--- config.mk ---
export PLATFORM = sky130hd
export DESIGN_NAME = rmux_sel_arb
export DESIGN_NICKNAME = d
export VERILOG_FILES = /design/src/rtl/rmux_sel_arb.sv
export SDC_FILE = /design/constraint.sdc
export NUM_CORES = 1
export LEC_CHECK = 0
export CORE_AREA = 2 2 48 50
export DETAILED_ROUTE_END_ITERATION = 12
export DIE_AREA = 0 0 50 52
export GPL_TIMING_DRIVEN = 0
export PLACE_DENSITY = 0.84
export SYNTH_ARGS = -nofsm -noshare
export SYNTH_HDL_FRONTEND = slang
export SYNTH_SLANG_ARGS = --single-unit
--- constraint.sdc ---
create_clock -name sysclk -period 2.6 [get_ports sysclk]
set_input_delay 0.78 -clock sysclk [delete_from_list [all_inputs] [get_ports sysclk]]
set_output_delay 0.78 -clock sysclk [all_outputs]
set_load 0.02 [all_outputs]
--- src/rtl/rmux_sel_arb.sv ---
// Round-robin, burst-length arbiter owning the RA/RD selects of the register-read AOI mux.
// A break-before-make gap after every burst keeps RA and RD from ever overlapping.
module rmux_sel_arb #(
    parameter int BURST_W = 4,
    parameter int GAP     = 1
) (
    input  logic               sysclk,
    input  logic               sys_rst_n,
    input  logic               REQ_A,
    input  logic [BURST_W-1:0] LEN_A,
    input  logic               REQ_D,
    input  logic [BURST_W-1:0] LEN_D,
    output logic               GNT_A,
    output logic               GNT_D,
    output logic               DONE_A,
    output logic               DONE_D,
    output logic               RA,
    output logic               RD,
    output logic               BUSY
);

    typedef enum logic [1:0] {
        S_IDLE,
        S_OWN_A,
        S_OWN_D,
        S_GAP
    } state_t;

    localparam logic [2:0] GAP_LOAD = 3'(GAP - 1);

    state_t             state, state_nx;
    logic [BURST_W-1:0] beat, beat_nx;
    logic [2:0]         gap_cnt, gap_nx;
    logic               last_d, last_d_nx;   // 1: D owned the previous burst
    logic               win_a, win_d, arb;

    always_comb begin
        state_nx  = state;
        beat_nx   = beat;
        gap_nx    = gap_cnt;
        last_d_nx = last_d;
        win_a     = REQ_A && (!REQ_D || last_d);
        win_d     = REQ_D && (!REQ_A || !last_d);
        arb       = (state == S_IDLE) || ((state == S_GAP) && (gap_cnt == '0));

        case (state)
            S_OWN_A: begin
                if ((beat == '0) || !REQ_A) begin
                    state_nx = S_GAP;
                    gap_nx   = GAP_LOAD;
                end else begin
                    beat_nx = beat - BURST_W'(1);
                end
            end
            S_OWN_D: begin
                if ((beat == '0) || !REQ_D) begin
                    state_nx = S_GAP;
                    gap_nx   = GAP_LOAD;
                end else begin
                    beat_nx = beat - BURST_W'(1);
                end
            end
            S_GAP: begin
                if (gap_cnt != '0) begin
                    gap_nx = gap_cnt - 3'd1;
                end
            end
            default: ;
        endcase

        // IDLE and the final gap cycle share one arbitration point
        if (arb) begin
            if (win_a) begin
                state_nx  = S_OWN_A;
                beat_nx   = LEN_A;
                last_d_nx = 1'b0;
            end else if (win_d) begin
                state_nx  = S_OWN_D;
                beat_nx   = LEN_D;
                last_d_nx = 1'b1;
            end else begin
                state_nx = S_IDLE;
            end
        end
    end

    always_ff @(posedge sysclk or negedge sys_rst_n) begin
        if (!sys_rst_n) begin
            state   <= S_IDLE;
            beat    <= '0;
            gap_cnt <= '0;
            last_d  <= 1'b1;
            GNT_A   <= 1'b0;
            GNT_D   <= 1'b0;
            DONE_A  <= 1'b0;
            DONE_D  <= 1'b0;
            BUSY    <= 1'b0;
        end else begin
            state   <= state_nx;
            beat    <= beat_nx;
            gap_cnt <= gap_nx;
            last_d  <= last_d_nx;
            GNT_A   <= (state_nx == S_OWN_A);
            GNT_D   <= (state_nx == S_OWN_D);
            DONE_A  <= (state_nx == S_OWN_A) && (beat_nx == '0);
            DONE_D  <= (state_nx == S_OWN_D) && (beat_nx == '0);
            BUSY    <= (state_nx != S_IDLE);
        end
    end

    assign RA = GNT_A;
    assign RD = GNT_D;

endmodule

==> results.txt <==
----------------------------------------------------
[Synth]
  Cell area after synthesis ... 971 sq um
  Yosys Warn Count ... 0
  Post-synthesis sequential area ratio ... 0.388
  Most used DFF post-synth ... dfrtp_1
  Count of flip-flops with a built-in enable after synthesis ... 0
  Syn nets ... 115
  Unique masters post-synth ... 42
  Syn Inst Count ... 96
  Fraction of synthesis flops using an asynchronous set or reset pin ... 1.00
  Average cell area after synthesis ... 10.1 sq um
  Count of state elements after synthesis ... 15

[Critical path]
  Cell at the slowest stage of the critical path ... or4b_4
  Path type of the worst setup path ... in2reg
  Slowest stage delay, CP ... 0.55 ns
  CP Capture Type ... register
  Cells on worst reg2reg path ... 8
  Endpoint of the worst-slack reg-to-reg timing path ... DONE_D
  Cell Chain, Critical Path ... clkdlybuf4s50_1 -> clkbuf_4 -> nor2_1 -> o2111ai_2 -> o22ai_2 -> or4b_4 -> nor3b_1
  Startpoint Class ... primary input
  FF-to-FF Start ... gap_cnt[0]
  Data required, critical path ... 2.81 ns
  Worst-case register-to-register setup slack ... 0.34 ns
  Destination of the critical timing path ... DONE_D
  Peak fanout along the critical path ... 10
  Endpoint arrival time on the critical path ... 2.71 ns
  Launch point of the worst path ... REQ_A

[Placement]
  Half-perimeter wire length of the detailed placement result ... 1.69 mm
  Cell count after placement ... 142
  Worst slack, placed ... -0.210 ns
  Quantity of I/O buffers inserted on ports ... 18
  Routability-driven placement congestion ratio ... 0.919

[CTS]
  Clock slew seen by the registers of the worst setup and hold paths ... 0.10 ns
  CTS HTree Levels ... 1
  Clock latency on the worst-skew pair ... 0.29 ns
  Gates resized, CTS repair ... 0
  Root Buffer Master ... clkbuf_4
  Max Root-Sink Buffers ... 2
  Clock sinks ... 15
  Number of clock buffers inserted by TritonCTS ... 3
  Count of hold buffers inserted by post-cts repair ... 0
  Postcts setup bufs ... 0
  Clock tree from TritonCTS ... built

[Global routing]
  First-pass GRT wire length ... 3.71 mm
  GRT Total Usage ... 0.191
  Initial antenna violation count ... 0
  Grt ovf ... 0
  Largest net degree at the start of global routing ... 16
  Vias in the first global route ... 880

[Power and ir drop]
  Leakage power total ... 0.000510 uW
  Power after layout ... 1560 uW
  Power Dens Cells ... 1280 nW/um^2
  Peak supply drop ... 0.693 mV

[STA]
  Final worst hold slack ... 0.487 ns
  Endpoints failing setup ... 0
  Worst slew margin ... 0.555
  Number of slew-limit violations in the final report ... 0
  Worst Max-Slew Pin Slew ... 0.666 ns
  FMAX ... 401 MHz
  Unrepaired setup endpoints after global routing ... no
  PnR worst setup slack ... 0.109 ns
  Shortest clock period the worst path allows after layout ... 2.49 ns
  Final sum of negative setup slack ... 0 ns
  Fin crit share ... 0.958
  Fin. Hold Viols ... 0
  Clock skew after layout ... 0.00939 ns

[Floorplan]
  Rows ... 17
  Height of the die ... 52 um
  Die area ... 2600 sq um
  CORE AREA ... 2110 sq um
  Chip width ... 50 um
  Boundary Pins ... 19
  Effective utilization at floorplan ... 0.461

[Layout]
  Sequential cell area in the final layout ... 377 sq um
  Area grow syn2layout ... 25.8%
  Antenna cell count ... 0
  Fraction of layout instances using a drive strength above 1 ... 0.178
  NumNets Final ... 138
  Multi-input gate area ... 549 sq um
  Number of standard cells in the final layout excluding fillers ... 146
  Number of filler instances in the final layout ... 176

[Route]
  Vias after detailed routing ... 848
  1st-pass router iterations ... 4
  Antenna Violating Nets Remaining ... 0
  Vias per Instance ... 5.81
  WL/cell ... 14.6 um
  Total Wirelength ... 2.13 mm
  DRC viols ... 0
  Number of DRC violations after detailed-routing iteration 0 ... 15

[Job]
  Max-cap viol count ... 0

[Outcome]
  Status ... completed

[Min path]
  Worst min-delay path category ... reg2reg

----------------------------------------------------
[flip-flops by register name (all words and copies together), names as in the netlist]
signal,count
beat,4
GNT_D,1
DONE_A,1
last_d,1
state,2
BUSY,1
gap_cnt,3
GNT_A,1
DONE_D,1
[area by class of cell]
cell class	count	area share
tap	28	0.0287
multi-input combinational	70	0.450
sequential	15	0.308
timing repair buffer	18	0.148
buffer	4	0.0225
inverter	7	0.0215
clock buffer	4	0.0215
[cells in the mapped netlist (2+ instances only)]
cell type / number / area share
a32oi_1: 4 / 0.036
o22ai_1: 2 / 0.013
or2b_1: 2 / 0.015
o21ai_0: 5 / 0.026
dfrtp_1: 14 / 0.36
nand2b_1: 3 / 0.019
a21o_2: 2 / 0.018
inv_1: 7 / 0.027
a211oi_1: 2 / 0.015
o2111ai_1: 2 / 0.018
buf_4: 2 / 0.015
ha_1: 7 / 0.090
nand2_1: 7 / 0.027
buf_2: 2 / 0.010
nor3b_1: 5 / 0.039
nor2_1: 4 / 0.015
[how the worst min path moves through the flow]
stage | start | endpoint | slack [ns] | cells past startpoint
floorplan | gap_cnt[0] | gap_cnt[0] | 0.45 | 2
global placement | gap_cnt[2] | gap_cnt[2] | 0.46 | 2
detailed placement | gap_cnt[0] | gap_cnt[0] | 0.47 | 2
CTS | gap_cnt[0] | gap_cnt[0] | 0.49 | 2
global route | gap_cnt[1] | gap_cnt[1] | 0.51 | 2
finish | gap_cnt[0] | gap_cnt[0] | 0.49 | 2
[power breakdown]
part	switching, uW	internal, uW	leakage (uW)
Combinational	521	486	0.000304
Sequential	78.5	334	0.000191
Clock	78.7	59.7	0.0000150
[cell usage in the layout, fill, tap and decap left out, drive strengths merged, types with 2 or more instances in the layout]
master / count
nand2: 7
nand2b: 3
a211oi: 2
ha: 7
nor2: 4
dfrtp: 14
buf: 3
o21ai: 5
inv: 7
or2b: 2
a32oi: 4
clkdlybuf4s50: 18
nor3b: 5
clkbuf: 5
o22ai: 3
a21oi: 2
o2111ai: 3
a21o: 3
[logic make-up (layout without fill, tap and decap cells)]
kind of cell | count (synthesis) | in the layout | synth area share
AOI/OAI and AO/OA | 32 | 32 | 0.260
adders and majority gates | 7 | 7 | 0.0902
buffers and inverters | 11 | 33 | 0.0528
DFF | 15 | 15 | 0.388
muxes | 2 | 2 | 0.0219
and+or+nand+nor | 29 | 29 | 0.187
[critical path, delay by kind of cell]
family                 cells  cell delay [ns]
AND/OR/NAND/NOR            3             0.84
buffers and inverters      2             0.68
AO/OA/AOI/OAI              2             0.40
[metrics by stage]
stage	utilization	cell area, sq um
after global routing	0.580	1220
after global placement	0.563	1190
after detailed placement	0.563	1190
after floorplan	-	971
after CTS	0.576	1210
final	0.580	1220
[per-layer routing]
metal	share of wire	GRT usage	vias to the layer above
met2	0.55	0.346	26
li1	-	-	402
met4	0.015	0.0972	0
met1	0.39	0.197	414
met3	0.047	0.0603	6
met5	0	0	-
Power figures use the tool's default switching activity.
